**src/rtl/glitch_defs.sv**
```systemverilog
// Shared definitions for the glitch pulse sequencer: FSM states and mode bit positions.
package glitch_defs;

  typedef enum logic [2:0] {
    StIdle  = 3'd0,
    StArmed = 3'd1,
    StDelay = 3'd2,
    StPulse = 3'd3,
    StGap   = 3'd4,
    StDone  = 3'd5
  } state_e;

  // Bit positions inside the mode byte handed to the glitch core.
  localparam int unsigned MODE_AND   = 0;
  localparam int unsigned MODE_OR    = 1;
  localparam int unsigned MODE_XOR   = 2;
  localparam int unsigned MODE_NAND  = 3;
  localparam int unsigned MODE_DEBUG = 7;

  // States in which a sequence is pending or running.
  function automatic logic is_busy(state_e s);
    return (s == StArmed) || (s == StDelay) || (s == StPulse) || (s == StGap);
  endfunction

endpackage

```
**src/rtl/glitch_trig_sync.sv**
```systemverilog
// Two-flop synchronizer for the asynchronous target trigger plus rising-edge detect.
module glitch_trig_sync (
  input  logic clk,
  input  logic rst,
  input  logic trig_in,
  output logic trig_edge
);

  logic sync1_q, sync2_q, hist_q;

  // Synchronizer chain followed by one history flop for edge detection.
  always_ff @(posedge clk or posedge rst) begin
    if (rst) begin
      sync1_q <= 1'b0;
      sync2_q <= 1'b0;
      hist_q  <= 1'b0;
    end else begin
      sync1_q <= trig_in;
      sync2_q <= sync1_q;
      hist_q  <= sync2_q;
    end
  end

  // One-cycle pulse on a synchronized low-to-high transition.
  assign trig_edge = sync2_q & ~hist_q;

endmodule

```
**src/rtl/glitch_pulse_gen.sv**
```systemverilog
// Glitch timing sequencer: arm, wait for trigger, delay, then a train of enable pulses.
module glitch_pulse_gen
  import glitch_defs::*;
#(
  parameter int unsigned CNT_W = 16,
  parameter int unsigned REP_W = 8
) (
  input  logic             clk,
  input  logic             rst,
  input  logic             trig_in,
  input  logic             arm,
  input  logic             abort,
  input  logic [CNT_W-1:0] delay_cfg,
  input  logic [CNT_W-1:0] width_cfg,
  input  logic [CNT_W-1:0] gap_cfg,
  input  logic [REP_W-1:0] repeat_cfg,
  input  logic [7:0]       mode_cfg,
  output logic             glitch_en,
  output logic [7:0]       glitch_mode,
  output logic             armed,
  output logic             busy,
  output logic             done
);

  localparam logic [CNT_W-1:0] CntOne = {{(CNT_W-1){1'b0}}, 1'b1};
  localparam logic [REP_W-1:0] RepOne = {{(REP_W-1){1'b0}}, 1'b1};

  logic trig_edge;

  glitch_trig_sync u_trig_sync (
    .clk       (clk),
    .rst       (rst),
    .trig_in   (trig_in),
    .trig_edge (trig_edge)
  );

  state_e           state_q, state_d;
  logic [CNT_W-1:0] cnt_q, cnt_d;
  logic [CNT_W-1:0] delay_q, delay_d;
  logic [CNT_W-1:0] width_q, width_d;
  logic [CNT_W-1:0] gap_q, gap_d;
  logic [REP_W-1:0] rep_q, rep_d;
  logic [REP_W-1:0] pulses_q, pulses_d;
  logic [7:0]       mode_q, mode_d;
  logic             glitch_en_q, glitch_en_d;
  logic             armed_q, armed_d;
  logic             busy_q, busy_d;
  logic             done_q, done_d;
  logic             last_pulse;

  // pulses_q never exceeds rep_q-1, so the sum cannot wrap.
  assign last_pulse = ((pulses_q + RepOne) == rep_q);

  // Next-state, counter and config-latch logic.
  always_comb begin
    state_d  = state_q;
    cnt_d    = cnt_q;
    delay_d  = delay_q;
    width_d  = width_q;
    gap_d    = gap_q;
    rep_d    = rep_q;
    pulses_d = pulses_q;
    mode_d   = mode_q;

    if (abort) begin
      // Abort beats everything, including a simultaneous arm.
      state_d  = StIdle;
      cnt_d    = '0;
      pulses_d = '0;
    end else begin
      unique case (state_q)
        StIdle: begin
          // A trigger edge in the arm cycle is deliberately not consumed.
          if (arm) begin
            delay_d  = delay_cfg;
            width_d  = (width_cfg == '0) ? CntOne : width_cfg;
            gap_d    = (gap_cfg == '0) ? CntOne : gap_cfg;
            rep_d    = (repeat_cfg == '0) ? RepOne : repeat_cfg;
            mode_d   = mode_cfg;
            pulses_d = '0;
            state_d  = StArmed;
          end
        end
        StArmed: begin
          if (trig_edge) begin
            pulses_d = '0;
            if (delay_q == '0) begin
              cnt_d   = width_q;
              state_d = StPulse;
            end else begin
              cnt_d   = delay_q;
              state_d = StDelay;
            end
          end
        end
        StDelay: begin
          if (cnt_q == CntOne) begin
            cnt_d   = width_q;
            state_d = StPulse;
          end else begin
            cnt_d = cnt_q - CntOne;
          end
        end
        StPulse: begin
          if (cnt_q == CntOne) begin
            pulses_d = pulses_q + RepOne;
            if (last_pulse) begin
              cnt_d   = '0;
              state_d = StDone;
            end else begin
              cnt_d   = gap_q;
              state_d = StGap;
            end
          end else begin
            cnt_d = cnt_q - CntOne;
          end
        end
        StGap: begin
          if (cnt_q == CntOne) begin
            cnt_d   = width_q;
            state_d = StPulse;
          end else begin
            cnt_d = cnt_q - CntOne;
          end
        end
        StDone: begin
          pulses_d = '0;
          state_d  = StIdle;
        end
        default: begin
          state_d = StIdle;
        end
      endcase
    end

    // Outputs decode the next state so each flop mirrors the current state exactly.
    glitch_en_d = (state_d == StPulse);
    armed_d     = (state_d == StArmed);
    busy_d      = is_busy(state_d);
    done_d      = (state_d == StDone);
  end

  // All sequencer state and registered outputs.
  always_ff @(posedge clk or posedge rst) begin
    if (rst) begin
      state_q     <= StIdle;
      cnt_q       <= '0;
      delay_q     <= '0;
      width_q     <= '0;
      gap_q       <= '0;
      rep_q       <= '0;
      pulses_q    <= '0;
      mode_q      <= '0;
      glitch_en_q <= 1'b0;
      armed_q     <= 1'b0;
      busy_q      <= 1'b0;
      done_q      <= 1'b0;
    end else begin
      state_q     <= state_d;
      cnt_q       <= cnt_d;
      delay_q     <= delay_d;
      width_q     <= width_d;
      gap_q       <= gap_d;
      rep_q       <= rep_d;
      pulses_q    <= pulses_d;
      mode_q      <= mode_d;
      glitch_en_q <= glitch_en_d;
      armed_q     <= armed_d;
      busy_q      <= busy_d;
      done_q      <= done_d;
    end
  end

  assign glitch_en   = glitch_en_q;
  assign glitch_mode = mode_q;
  assign armed       = armed_q;
  assign busy        = busy_q;
  assign done        = done_q;

endmodule
```
**config.mk**
```make
export PLATFORM = sky130hd
export DESIGN_NAME = glitch_pulse_gen
export DESIGN_NICKNAME = d
export VERILOG_FILES = /design/src/rtl/glitch_defs.sv /design/src/rtl/glitch_trig_sync.sv /design/src/rtl/glitch_pulse_gen.sv
export SDC_FILE = /design/constraint.sdc
export NUM_CORES = 1
export LEC_CHECK = 0
export CAP_MARGIN = 5
export CELL_PAD_IN_SITES_DETAIL_PLACEMENT = 1
export CELL_PAD_IN_SITES_GLOBAL_PLACEMENT = 2
export CORE_ASPECT_RATIO = 0.7
export CORE_MARGIN = 4
export CORE_UTILIZATION = 36
export CTS_BUF_LIST = sky130_fd_sc_hd__clkbuf_8
export CTS_CLUSTER_DIAMETER = 200
export CTS_CLUSTER_SIZE = 12
export DETAILED_ROUTE_END_ITERATION = 12
export PLACE_DENSITY_LB_ADDON = 0.15
export SLEW_MARGIN = 25
export SYNTH_ARGS = -nofsm -noshare
export SYNTH_HDL_FRONTEND = slang
export SYNTH_SLANG_ARGS = --single-unit
```
**constraint.sdc**
```tcl
create_clock -name clk -period 3.7 [get_ports clk]
set_input_delay 0.74 -clock clk [delete_from_list [all_inputs] [get_ports clk]]
set_output_delay 0.74 -clock clk [all_outputs]
set_load 0.01 [all_outputs]
```
==> flow_metrics.tcl, run 1 <==
set metrics [dict create \
    p_int_uw 2030 \
    p_seq_share_pct 48.2 \
    rsz0062_at_grt "no" \
    period_share_pct 73.7 \
    hold_path_depth 0 \
    synth_xor_xnor_area_share_pct 3.64 \
    slew_viol_final 0 \
    ff2ff_setup_slack_ns 0.97 \
    end_kind "flip-flop" \
    first_global_vias 4332 \
    maxCapViolCount 0 \
    max_slew_margin_pct 41.3 \
    final_cell_mix "98 x dfrtp_1, 80 x clkdlybuf4s50_1, 61 x mux2_2, 43 x nand2_1, 37 x a21oi_1" \
    place_inst 748 \
    post_cts_resized 0 \
    async_flop_share_pct 100 \
    fmax_ghz 0.367 \
    synth_edf_count 0 \
    fin_crit_ns 2.73 \
    synth_seq_cells 98 \
    setup_violations 0 \
    hp-class "reg -> reg" \
    dpl_cell_area_um2 6200 \
    route.detailed.drc 0 \
    grt.overflow.total 0 \
    n_antenna_cell 0 \
    core_um2 14000 \
    gp_congestion 0.847 \
    final_cell_area_um2 6420 \
    hold_slack_ns 0.376 \
    grt_pass1_wl_um 25300 \
    wirelength_um 16100 \
    clk_latency_ns 0.38 \
    cts_buffers 9 \
    avgSynthCellArea_um2 10.5 \
    worstPathArrival_ns 3.00 \
    finalNetCount 641 \
    cp_max_fo 13 \
    layout-drive-gt1-share_pct 18.1 \
    yosysWarnings 0 \
    skew_ns 0.0135 \
    switchingPower_uw 921 \
    grt_usage_pct 20.5 \
    reg2reg_depth 8 \
    synth_area_um2 5180 \
    crit_type "reg -> reg" \
    ys.flop_type "dfrtp_1" \
    postRouteAntennaNets 0 \
    fillers 1533 \
    fin_tns_setup_ns 0 \
    critPathRequiredTime_ns 3.97 \
    cts_tree "done" \
    worstSetupStartpoint "pulses_q[0]" \
    hpwl_um 12400 \
    synth_top_family_by_area "compound AO/OA/AOI/OAI gates" \
    synth_simple_gate_area_share_pct 15.5 \
    p_clk_share_pct 27.1 \
    worstHoldEndpoint "u_trig_sync.sync2_q" \
    combinationalPowerShare_pct 24.6 \
    final_common_cell "dfrtp_1" \
    worst_pin_slew_ns 0.874 \
    clock-root-buffer "clkbuf_8" \
    ir_drop_mv 0.216 \
    vias 4159 \
    chipHeight_um 108 \
    drtPass1Iterations 5 \
    via_per_inst 5.44 \
    cpPeakStageDelay_ns 0.80 \
    synth_compound_area_share_pct 16.0 \
    antenna_found_initial 0 \
    synth-seq-area-share_pct 47.3 \
    path_clk_slew_ns 0.10 \
    hold_violations 0 \
    cts_max_level 3 \
    start_kind "flip-flop" \
    powerDensity_nw_per_um2 459 \
    die_area_um2 16400 \
    drt_iter0_markers 293 \
    switching_share_pct 31.3 \
    ios 81 \
    hp-start "u_trig_sync.sync1_q" \
    die_x_um 151 \
    start_util_pct 37.0 \
    r2r-end "cnt_q[9]" \
    wl_per_cell_um 21.1 \
    fin_cells 764 \
    grt_max_degree 68 \
    synthMuxAreaShare_pct 13.6 \
    worst_path_max_delay_cell "nor4_4" \
    final_util_pct 45.8 \
    cts_buffer_depth 2 \
    synth_adder_area_share_pct 0.724 \
    leakage_uw 0.00259 \
    clock-sinks 98 \
    portBuffers 80 \
    synthDistinctLibCells 64 \
    status "completed" \
    post_cts.repair.setup_buffers 0 \
    synthToLayoutAreaGrowth_pct 23.9 \
    path_cells "ha_1 > nand3b_1 > a211oi_1 > nor4_2 > nor4_4 > buf_4 > nor2_1 > a31o_1" \
    fp-row-count 36 \
    synth_fp_nets 566 \
    ctsHoldBuffers 0 \
    netlist_instances 494 \
    r2r_start "pulses_q[0]" \
]
cell usage after synthesis, types with 4 or more instances:
cell type	number	share of area, %
nand3_1	8	0.77
a31o_1	6	1.0
o221ai_1	5	0.84
o21ai_0	31	3.0
xor2_1	5	0.84
nand2b_1	5	0.60
nor3_1	11	1.1
mux2_2	61	13
nand3b_1	4	0.58
nor4_1	14	1.7
nand4_1	4	0.48
a21oi_1	37	3.6
a2bb2oi_1	7	1.2
nor2_1	25	1.8
o21ai_1	8	0.77
a211oi_1	4	0.58
and2_1	4	0.48
o21a_1	8	1.2
o31ai_1	4	0.58
dfrtp_1	98	47
buf_2	9	0.87
inv_1	11	0.80
clkbuf_1	10	0.72
a21o_1	5	0.72
xnor2_1	14	2.4
nand2_1	43	3.1
kinds of logic (layout without fill, tap and decap cells):
kind of cell,Yosys count,in the layout
multiplexers,63,63
XOR/XNOR,20,20
adder cells (fa/ha/maj),3,3
buffers and inverters,36,116
flip-flops,98,98
AO/OA/AOI/OAI,131,131
AND/OR/NAND/NOR,143,143
final cells by class:
class / instances / area (um2) / share of cell area (%)
multi-input combinational: 360 / 2570 / 40.0
inverter: 11 / 43.8 / 0.682
clock inverter: 7 / 98.8 / 1.54
timing repair buffer: 89 / 893 / 13.9
tap: 190 / 238 / 3.70
sequential: 98 / 2450 / 38.2
clock buffer: 9 / 124 / 1.93
routing by layer:
layer | share of wire [%] | vias up | global-route usage [%]
li1 | - | 1961 | -
met1 | 53 | 2073 | 32.8
met2 | 40 | 114 | 27.2
met3 | 6.7 | 11 | 5.45
met4 | 0.90 | 0 | 4.27
met5 | 0 | - | 0
per-stage QoR:
| stage | total power [uW] | setup slack, ns |
|---|---|---|
| final | 2950 | 0.973 |
| after CTS | 2970 | 0.924 |
| after global placement | 2140 | 1.06 |
| after floorplan | 1840 | 0.398 |
| after global routing | 3100 | 0.673 |
| after detailed placement | 2160 | 0.986 |
how the worst max path moves through the flow:
stage               depth (start not counted)  slack, ns           to
floorplan                                   1       0.40        armed
global placement                            8       1.06     cnt_q[9]
detailed placement                          7       0.99        armed
CTS                                         7       0.92        armed
global route                                8       0.67  pulses_q[7]
finish                                      8       0.97     cnt_q[9]
power by group through the flow:
stage                     sequential (uW)  combinational [uW]  clock, uW
final                                1420                 725        800
after global placement               1430                 706          0
after global routing                 1440                 792        864
after detailed placement             1440                 722          0
after floorplan                      1370                 471          0
after CTS                            1420                 728        825
critical path: cells and delay by family, from the launching register on:
| kind | cells | cell delay [ns] |
|---|---|---|
| buffers and inverters | 1 | 0.25 |
| AO/OA/AOI/OAI | 2 | 0.50 |
| AND/OR/NAND/NOR | 4 | 1.09 |
| flip-flops | 1 | 0.47 |
| adder cells (fa/ha/maj) | 1 | 0.30 |
flip-flops by register name, indices dropped and copies added (netlist names):
name / flops
u_trig_sync.sync2_q: 1
u_trig_sync.sync1_q: 1
u_trig_sync.hist_q: 1
busy: 1
state_q: 3
gap_q: 16
glitch_mode: 8
pulses_q: 8
done: 1
delay_q: 16
armed: 1
glitch_en: 1
rep_q: 8
cnt_q: 16
width_q: 16
Power figures use the tool's default switching activity.
==> run 2, diff against run 1 <==
--- a/config.mk
+++ b/config.mk
@@ -10,7 +10,7 @@
 export CELL_PAD_IN_SITES_GLOBAL_PLACEMENT = 2
 export CORE_ASPECT_RATIO = 0.7
 export CORE_MARGIN = 4
-export CORE_UTILIZATION = 36
+export CORE_UTILIZATION = 32
 export CTS_BUF_LIST = sky130_fd_sc_hd__clkbuf_8
 export CTS_CLUSTER_DIAMETER = 200
 export CTS_CLUSTER_SIZE = 12
==> constraint.sdc (replaced) <==
create_clock -name clk -period 2.38 [get_ports clk]
set_input_delay 0.476 -clock clk [delete_from_list [all_inputs] [get_ports clk]]
set_output_delay 0.476 -clock clk [all_outputs]
set_load 0.01 [all_outputs]
==> run 2 against run 1 <==
Clock power rose by 36%. Cell count rose by 5.6%. Hold slack got worse by 0.021 ns. Clock-buffer cell count rose by 1. Global-route usage fell by 1.5 points. Non-clock buffer count rose by 33. Wire length rose by 4.4%. Sequential power rose by 55%. Via count rose by 4.4%. Flip-flop and latch count did not move. Largest power group unchanged. Highest routed layer unchanged.
==> flow_metrics.tcl, run 2 (synthesized netlist as in run 1, its figures left out) <==
set metrics [dict create \
    status "completed" \
    drtPass1Iterations 4 \
    core_um2 15700 \
    drt_iter0_markers 244 \
    grt_pass1_wl_um 26800 \
    wirelength_um 16900 \
    portBuffers 80 \
    fin_crit_ns 2.34 \
    skew_ns 0.0185 \
    grt.overflow.total 0 \
    powerDensity_nw_per_um2 674 \
    die_area_um2 18300 \
    leakage_uw 0.00276 \
    worstSetupStartpoint "cnt_q[5]" \
    chipHeight_um 114 \
    ios 81 \
    crit_type "reg -> reg" \
    met1_usage_pct 30.4 \
    hold_violations 0 \
    cts_buffer_depth 2 \
    critPathRequiredTime_ns 2.68 \
    grt_util_met2_pct 25.2 \
    hp-class "reg -> reg" \
    ir_drop_mv 0.350 \
    gp_congestion 0.867 \
    busiest_layer "met1" \
    clock-root-buffer "clkbuf_8" \
    met3_usage_pct 5.22 \
    vias 4340 \
    grt_max_degree 36 \
    clock-sinks 98 \
    die_x_um 160 \
    setup_violations 0 \
    hpwl_um 13500 \
    slew_viol_final 0 \
    wl_per_cell_um 20.9 \
    max_slew_margin_pct 50.9 \
    finalNetCount 674 \
    fin_tns_setup_ns 0 \
    grt_usage_pct 19.0 \
    antenna_found_initial 0 \
    rsz0062_at_grt "no" \
    cts_buffers 9 \
    n_antenna_cell 0 \
    postRouteAntennaNets 0 \
    route.detailed.drc 0 \
    maxCapViolCount 0 \
    ctsHoldBuffers 0 \
    synthToLayoutAreaGrowth_pct 29.8 \
    cts_max_level 3 \
    final_cell_mix "98 x dfrtp_1, 80 x clkdlybuf4s50_1, 61 x mux2_2, 43 x nand2_1, 37 x a21oi_1" \
    worstPathArrival_ns 2.63 \
    start_util_pct 33.0 \
    dpl_cell_area_um2 6520 \
    first_global_vias 4609 \
    fmax_ghz 0.428 \
    final_common_cell "dfrtp_1" \
    layout-drive-gt1-share_pct 22.7 \
    via_per_inst 5.38 \
    path_clk_slew_ns 0.11 \
    r2r_start "cnt_q[5]" \
    worst_pin_slew_ns 0.736 \
    clk_latency_ns 0.39 \
    cts_tree "done" \
    hp-start "u_trig_sync.sync1_q" \
    cp_max_fo 4 \
    start_kind "flip-flop" \
    end_kind "flip-flop" \
    fp-row-count 38 \
    period_share_pct 98.2 \
    final_cell_area_um2 6730 \
]
[run 2: cell types whose count changed in the layout (fill, tap and decap cells not counted), sizes merged]
cell and change:
bufinv -2, buf +33, inv -3, clkbuf +1
clkinv +3, clkinvlp +1
[run 2: path summary, 6_finish.rpt]
| path | cells after the start | slack, ns | endpoint |
|---|---|---|---|
| worst max-delay path | 6 | 0.04 | cnt_q[7] |
| min in group asynchronous | 2 | 0.43 | delay_q[9] |
| worst min register to register | 0 | 0.35 | u_trig_sync.sync2_q |
| max in group asynchronous | 3 | 1.34 | pulses_q[2] |
| worst min-delay path | 0 | 0.35 | u_trig_sync.sync2_q |
| worst max register to register | 6 | 0.04 | cnt_q[7] |
[run 2: routing by layer]
metal,wire [um],vias up
li1,-,2024
met1,9170,2185
met2,6510,119
met3,1050,12
met4,132,0
met5,0,-
[run 2: final cells by class]
| cell class | count | area, um2 |
|---|---|---|
| multi-input cells | 360 | 2580 |
| repair buffers | 122 | 1200 |
| fillers | 1747 | 8960 |
| clock buffers | 10 | 138 |
| flip-flops and latches | 98 | 2450 |
| clock inverters | 6 | 62.6 |
| well taps | 200 | 250 |
| inverters | 11 | 45.0 |
[run 2: where the power goes]
| part | internal (uW) | switching [uW] |
|---|---|---|
| clock | 432 | 660 |
| sequential | 1940 | 268 |
| combinational | 674 | 566 |
| total | 3040 | 1490 |
[run 2: worst max-delay path, stage by stage (launching register included)]
cell and delay [ns]:
dfrtp_1 0.48, or4_4 0.60, nor4_1 0.27, xor2_1 0.12, o21ai_0 0.36, o221ai_1 0.20, a31o_1 0.21
[run 2: stage by stage]
step / hold slack, ns / std cells / worst slack [ns] / utilization, % / power (uW)
4_1_cts: 0.360 / 807 / 0.0334 / 42.8 / 4590
6_report: 0.355 / 807 / 0.0431 / 42.9 / 4540
3_3_place_gp: 0.341 / 791 / 0.00688 / 41.6 / 3430
5_1_grt: 0.393 / 807 / 0.00380 / 42.9 / 4800
2_1_floorplan: 0.331 / 494 / 0.256 / - / 2870
3_5_place_dp: 0.336 / 791 / 0.0225 / 41.6 / 3470
[run 2: what timing repair did]
| action | in CTS | in global routing |
|---|---|---|
| setup endpoints to repair | 0 | 24 |
| buffers inserted | 0 | 0 |
| resized for setup | 0 | 1 |
